--- config.mk ---
export PLATFORM = sky130hd
export DESIGN_NAME = imem_fetch_ctrl
export DESIGN_NICKNAME = d
export VERILOG_FILES = /design/src/rtl/imem_fetch_ctrl.sv
export SDC_FILE = /design/constraint.sdc
export NUM_CORES = 1
export LEC_CHECK = 0
export BUFFER_PORTS_ARGS = -buffer_cell sky130_fd_sc_hd__clkbuf_2
export CAP_MARGIN = 0
export CORE_AREA = 2 2 75 77
export DETAILED_ROUTE_END_ITERATION = 10
export DIE_AREA = 0 0 77 79
export HOLD_SLACK_MARGIN = 0.15
export PLACE_DENSITY = 0.72
export SLEW_MARGIN = 30
export SYNTH_ARGS = -nofsm -noshare
export SYNTH_HDL_FRONTEND = slang
export SYNTH_SLANG_ARGS = --single-unit
--- constraint.sdc ---
create_clock -name clock -period 1.8 [get_ports clock]
set_input_delay 0.27 -clock clock [delete_from_list [all_inputs] [get_ports clock]]
set_output_delay 0.27 -clock clock [all_outputs]
set_load 0.05 [all_outputs]
--- src/rtl/imem_fetch_ctrl.sv ---
`default_nettype none
// +------------------------------------------------------------------+
// | Module : imem_fetch_ctrl                                          |
// | Brief  : nRisc fetch sequencer, 1/2-byte assembly, branch, HALT   |
// | Rev    : 1.0  initial release                                     |
// +------------------------------------------------------------------+
module imem_fetch_ctrl #(
  parameter logic [7:0] START_PC   = 8'h00,
  parameter logic [7:0] LONG_MASK  = 8'hC0,
  parameter logic [7:0] LONG_MATCH = 8'h40,
  parameter logic [7:0] HALT_OP    = 8'h9C
) (
  input  logic       clock,
  input  logic       reset_n,
  input  logic       start,
  output logic       mem_rd_en,
  output logic [7:0] mem_addr,
  input  logic [7:0] mem_rdata,
  output logic       instr_valid,
  input  logic       instr_ready,
  output logic [7:0] instr_op,
  output logic [7:0] instr_imm,
  output logic       instr_long,
  output logic [7:0] instr_pc,
  input  logic       branch_valid,
  input  logic [7:0] branch_target,
  output logic       halted,
  output logic       busy,
  output logic [7:0] retired
);

  typedef enum logic [2:0] {
    S_IDLE    = 3'd0,
    S_OP_REQ  = 3'd1,
    S_OP_RSP  = 3'd2,
    S_IMM_REQ = 3'd3,
    S_IMM_RSP = 3'd4,
    S_ISSUE   = 3'd5,
    S_HALTED  = 3'd6
  } state_t;

  state_t     r_state;
  state_t     w_next_state;
  logic [7:0] r_pc;
  logic [7:0] r_op;
  logic [7:0] r_imm;
  logic       r_long;
  logic [7:0] r_instr_pc;
  logic [7:0] r_retired;

  logic w_start;
  logic w_redirect;
  logic w_fire;
  logic w_rsp_long;
  logic w_is_halt;

  assign w_start    = start && (r_state == S_IDLE || r_state == S_HALTED);
  assign w_redirect = branch_valid && busy;
  // A same-cycle redirect suppresses the handshake entirely.
  assign w_fire     = (r_state == S_ISSUE) && instr_ready && !branch_valid;
  assign w_rsp_long = (mem_rdata & LONG_MASK) == LONG_MATCH;
  assign w_is_halt  = (r_op == HALT_OP) && !r_long;

  always_ff @(posedge clock or negedge reset_n) begin
    if (!reset_n) begin
      r_state <= S_IDLE;
    end else begin
      r_state <= w_next_state;
    end
  end

  always_comb begin
    w_next_state = r_state;
    mem_rd_en    = 1'b0;
    mem_addr     = r_pc;
    instr_valid  = 1'b0;
    halted       = 1'b0;
    busy         = 1'b1;
    case (r_state)
      S_IDLE: begin
        busy = 1'b0;
        if (start) w_next_state = S_OP_REQ;
      end
      S_OP_REQ: begin
        mem_rd_en    = 1'b1;
        w_next_state = S_OP_RSP;
      end
      S_OP_RSP:  w_next_state = w_rsp_long ? S_IMM_REQ : S_ISSUE;
      S_IMM_REQ: begin
        mem_rd_en    = 1'b1;
        mem_addr     = r_pc + 8'd1;
        w_next_state = S_IMM_RSP;
      end
      S_IMM_RSP: w_next_state = S_ISSUE;
      S_ISSUE: begin
        instr_valid = !branch_valid;
        if (w_fire) w_next_state = w_is_halt ? S_HALTED : S_OP_REQ;
      end
      S_HALTED: begin
        busy   = 1'b0;
        halted = 1'b1;
        if (start) w_next_state = S_OP_REQ;
      end
      default: w_next_state = S_IDLE;
    endcase
    if (w_redirect) w_next_state = S_OP_REQ;
  end

  always_ff @(posedge clock or negedge reset_n) begin
    if (!reset_n) begin
      r_pc       <= START_PC;
      r_op       <= 8'h00;
      r_imm      <= 8'h00;
      r_long     <= 1'b0;
      r_instr_pc <= 8'h00;
      r_retired  <= 8'h00;
    end else if (w_start) begin
      r_pc <= START_PC;
    end else if (w_redirect) begin
      r_pc <= branch_target;
    end else begin
      case (r_state)
        S_OP_RSP: begin
          r_op       <= mem_rdata;
          r_instr_pc <= r_pc;
          r_long     <= w_rsp_long;
          if (!w_rsp_long) r_imm <= 8'h00;
        end
        S_IMM_RSP: r_imm <= mem_rdata;
        S_ISSUE: begin
          if (w_fire) begin
            r_retired <= r_retired + 8'd1;
            if (!w_is_halt) r_pc <= r_pc + (r_long ? 8'd2 : 8'd1);
          end
        end
        default: ;
      endcase
    end
  end

  assign instr_op   = r_op;
  assign instr_imm  = r_imm;
  assign instr_long = r_long;
  assign instr_pc   = r_instr_pc;
  assign retired    = r_retired;

endmodule
`default_nettype wire
==> impl_metrics.csv <==
group,metric,value,unit
power_and_ir_drop,p_int,3.41,mW
critical_path,worst-setup-path-type,"register to output port",
sta,finalHoldViolations,0,
route,ant_nets,0,
clock_tree,cts_buffers,5,
logic_synthesis,avgSynthCellArea,11.3,µm²
power_and_ir_drop,power_density,1990,mW/mm²
logic_synthesis,synth_ff_type,"dfrtp_1",
finish,postLayoutCellArea,0.00336,mm²
route,drt_pass1_iterations,4,
power_and_ir_drop,p_sw_share,49.0,%
critical_path,critPathArrivalTime,1.78,ns
logic_synthesis,mappedNetlistArea,0.00229,mm²
die,die_area,0.00608,mm²
worst_hold_path,hold_depth,2,
sta,tightest_slew,0.565,ns
finish,final_common_cell,"clkbuf_2",
clock_tree,clockBufferDepth,2,
clock_tree,clk_latency,0.29,ns
logic_synthesis,synth_cell_type_count,50,
worst_hold_path,hold_path.class,"primary input to register",
logic_synthesis,synthCells,203,
finish,drive_gt1_share,54.3,%
route,initialDrtViolationCount,88,
critical_path,cpPeakStageDelay,0.43,ns
sta,fmax,487,MHz
placement,gp_congestion,0.868,
sta,setup-tns-final,-0.984,ns
critical_path,crit_required,1.53,ns
sta,period_needed,2.05,ns
logic_synthesis,synth_top_cell_by_area,"dfrtp_1",
die,ioPinCount,66,
logic_synthesis,syn-num-nets,229,
route,drc,0,
clock_tree,cts_sinks,44,
status,violations,"setup timing",
die,start_util,43.0,%
critical_path,start_kind,"register",
finish,multiInputGateArea,0.00126,mm²
die,die_w,77,µm
clock_tree,h-tree-depth,2,
critical_path,reg2reg_depth,7,
critical_path,worstReg2RegStart,"r_state[2]",
sta,fin_crit_sh,114,%
clock_tree,cts_tree,"yes",
die,placementRows,27,
critical_path,path_cells,"nor2b_4 -> and2_4 -> nand4_1 -> nor2_1 -> buf_4 -> xor2_4 -> buf_12",
worst_hold_path,whs_endpoint,"instr_imm[2]",
die,core,0.00534,mm²
placement,placed_area,0.00299,mm²
finish,nNetsFinal,327,
logic_synthesis,synth_edf_count,0,
worst_hold_path,hp-start,"mem_rdata[2]",
sta,setup_violations,5,
placement,hpwlAfterDp,3.93,mm
power_and_ir_drop,pwr-share-comb,62.0,%
clock_tree,cts-root-buf,"clkbuf_8",
route,wl,5.58,mm
critical_path,worstReg2RegEnd,"r_pc[7]",
power_and_ir_drop,switching_power,3.27,mW
route,avgViaCountPerCell,5.22,
logic_synthesis,seq_area_frac_synth,48.0,%
power_and_ir_drop,pwr-share-clk,11.8,%
finish,diodes,0,
logic_synthesis,synth_top_area_share,48.0,%
power_and_ir_drop,peakVddDrop,0.00130,V
power_and_ir_drop,p_leak,1.63,nW
global_routing,grt-ovfl-total,0,
critical_path,crit_slowest_cell,"dfrtp_2",
critical_path,crit_path_end_kind,"output port",
clock_tree,cts.clk_slew.worst_paths,0.08,ns
placement,port-buffer-count,65,
finish,fillers,453,
global_routing,grt_max_degree,26,
power_and_ir_drop,p_seq_share,26.2,%
critical_path,r2r_slack,0.03,ns
global_routing,grt_pass1_vias,1850,
die,die_h,79,µm
route,wl_per_cell,14.9,µm
status,status,"finished with violations",
sta,relSlewSlack,62.3,%
finish,ff_latch_area,0.00111,mm²
global_routing,grt_pass1_wl,8.90,mm
sta,rsz0062_at_grt,"true",
logic_synthesis,synthTopCellsByArea,"dfrtp_1, mux2_2, a22o_1",
logic_synthesis,async_flop_share,100,%
global_routing,grt_use_total,18.5,%
sta,drv_slew,0,
sta,fin_ws,-0.252,ns
global_routing,antenna_found_initial,0,
critical_path,cp_max_fo,3,
finish,area_growth,46.4,%
sta,finalClockSkew,0.00359,ns
route,vias,1953,
power_and_ir_drop,power,6.69,mW
job,cap_viol_max_count,0,
logic_synthesis,ys_warn_count,0,
logic_synthesis,synth-seq-cells,44,
finish,layout_common_cells,"clkbuf_2, dfrtp_1, buf_4",
-- registers in the layout (all words and copies together), names as in the netlist --
signal and cells:
instr_imm 8, r_state 3, instr_pc 8, retired 8, r_pc 8, instr_long 1
instr_op 8
-- synth_stat cells, types with 2 or more instances --
master / instances
clkbuf_1: 4
ha_1: 4
nand2_1: 12
nand3b_1: 2
o21ai_0: 7
and2b_1: 2
nand2b_1: 4
o21ai_1: 3
nand3_1: 2
buf_6: 3
o21ai_2: 5
a21oi_1: 3
xor2_1: 8
dfrtp_1: 44
o311ai_1: 3
inv_1: 5
buf_2: 3
mux2i_1: 7
nor2_1: 10
o211ai_1: 3
a22o_1: 8
a31oi_1: 2
nor3b_1: 2
nor3_1: 5
nand4_1: 6
mux2_2: 17
xnor2_1: 6
-- worst max-delay path: cells and delay by family (launching register included) --
kind / cells / cell delay [ns]
XOR/XNOR: 1 / 0.16
flip-flops: 1 / 0.43
AND/OR/NAND/NOR: 4 / 0.59
buffers and inverters: 2 / 0.30
-- worst max path at each step --
stage	cells past startpoint	slack, ns	end	start
2_1_floorplan	6	-0.21	mem_addr[7]	r_state[2]
3_3_place_gp	7	0.04	r_pc[6]	instr_long
3_5_place_dp	7	0.007	r_pc[6]	instr_long
4_1_cts	7	-0.25	mem_addr[7]	r_state[2]
5_1_grt	7	-0.37	mem_addr[7]	r_state[2]
6_report	7	-0.25	mem_addr[7]	r_state[2]
-- stage by stage --
step | std cells | util, % | hold slack (ns) | worst slack [ns]
final | 374 | 62.9 | 0.200 | -0.252
after global routing | 374 | 62.9 | 0.193 | -0.366
after CTS | 366 | 60.6 | 0.193 | -0.249
after detailed placement | 353 | 56.0 | 0.288 | 0.00651
after global placement | 353 | 56.0 | 0.284 | 0.0402
after floorplan | 203 | - | -0.0256 | -0.209
-- repair_timing --
item / CTS / global route
hold buffers: 1 / 0
resized for setup: 21 / 25
cloned: 0 / 1
endpoints found under the setup margin: 10 / 26
setup buffers: 5 / 9
pin swaps: 5 / 12
hold endpoints to repair: 19 / 0
-- logic make-up after synthesis --
family	Yosys count	share of synthesized area [%]
muxes	24	11.4
adders and majority gates	5	3.05
DFF	44	48.0
and+or+nand+nor	57	14.7
buffers and inverters	17	4.14
AOI/OAI and AO/OA	42	13.4
xor gates and xnor gates	14	5.34
-- final cells by class --
cell class | instances | area share (%)
tap | 72 | 2.68
clock buffer | 6 | 2.46
multi-input combinational | 142 | 37.7
sequential | 44 | 32.9
inverter | 5 | 0.633
timing repair buffer | 103 | 22.5
clock inverter | 2 | 1.15
-- power groups by stage --
| stage | combinational [mW] | clock, mW | sequential (mW) |
|---|---|---|---|
| final | 4.14 | 0.791 | 1.75 |
| after global placement | 3.62 | 0 | 1.76 |
| after CTS | 3.91 | 0.807 | 1.76 |
| after detailed placement | 3.65 | 0 | 1.77 |
| after global routing | 4.40 | 0.853 | 1.81 |
| after floorplan | 1.74 | 0 | 2.73 |
-- metal layers --
layer / track usage, % / routed length, µm / up-vias
met5: 0 / 0 / -
met4: 4.64 / 57 / 0
met3: 4.20 / 343 / 8
met2: 30.7 / 2790 / 76
met1: 24.8 / 2390 / 940
li1: - / - / 929
No activity file was read; power rests on OpenSTA's default activity.
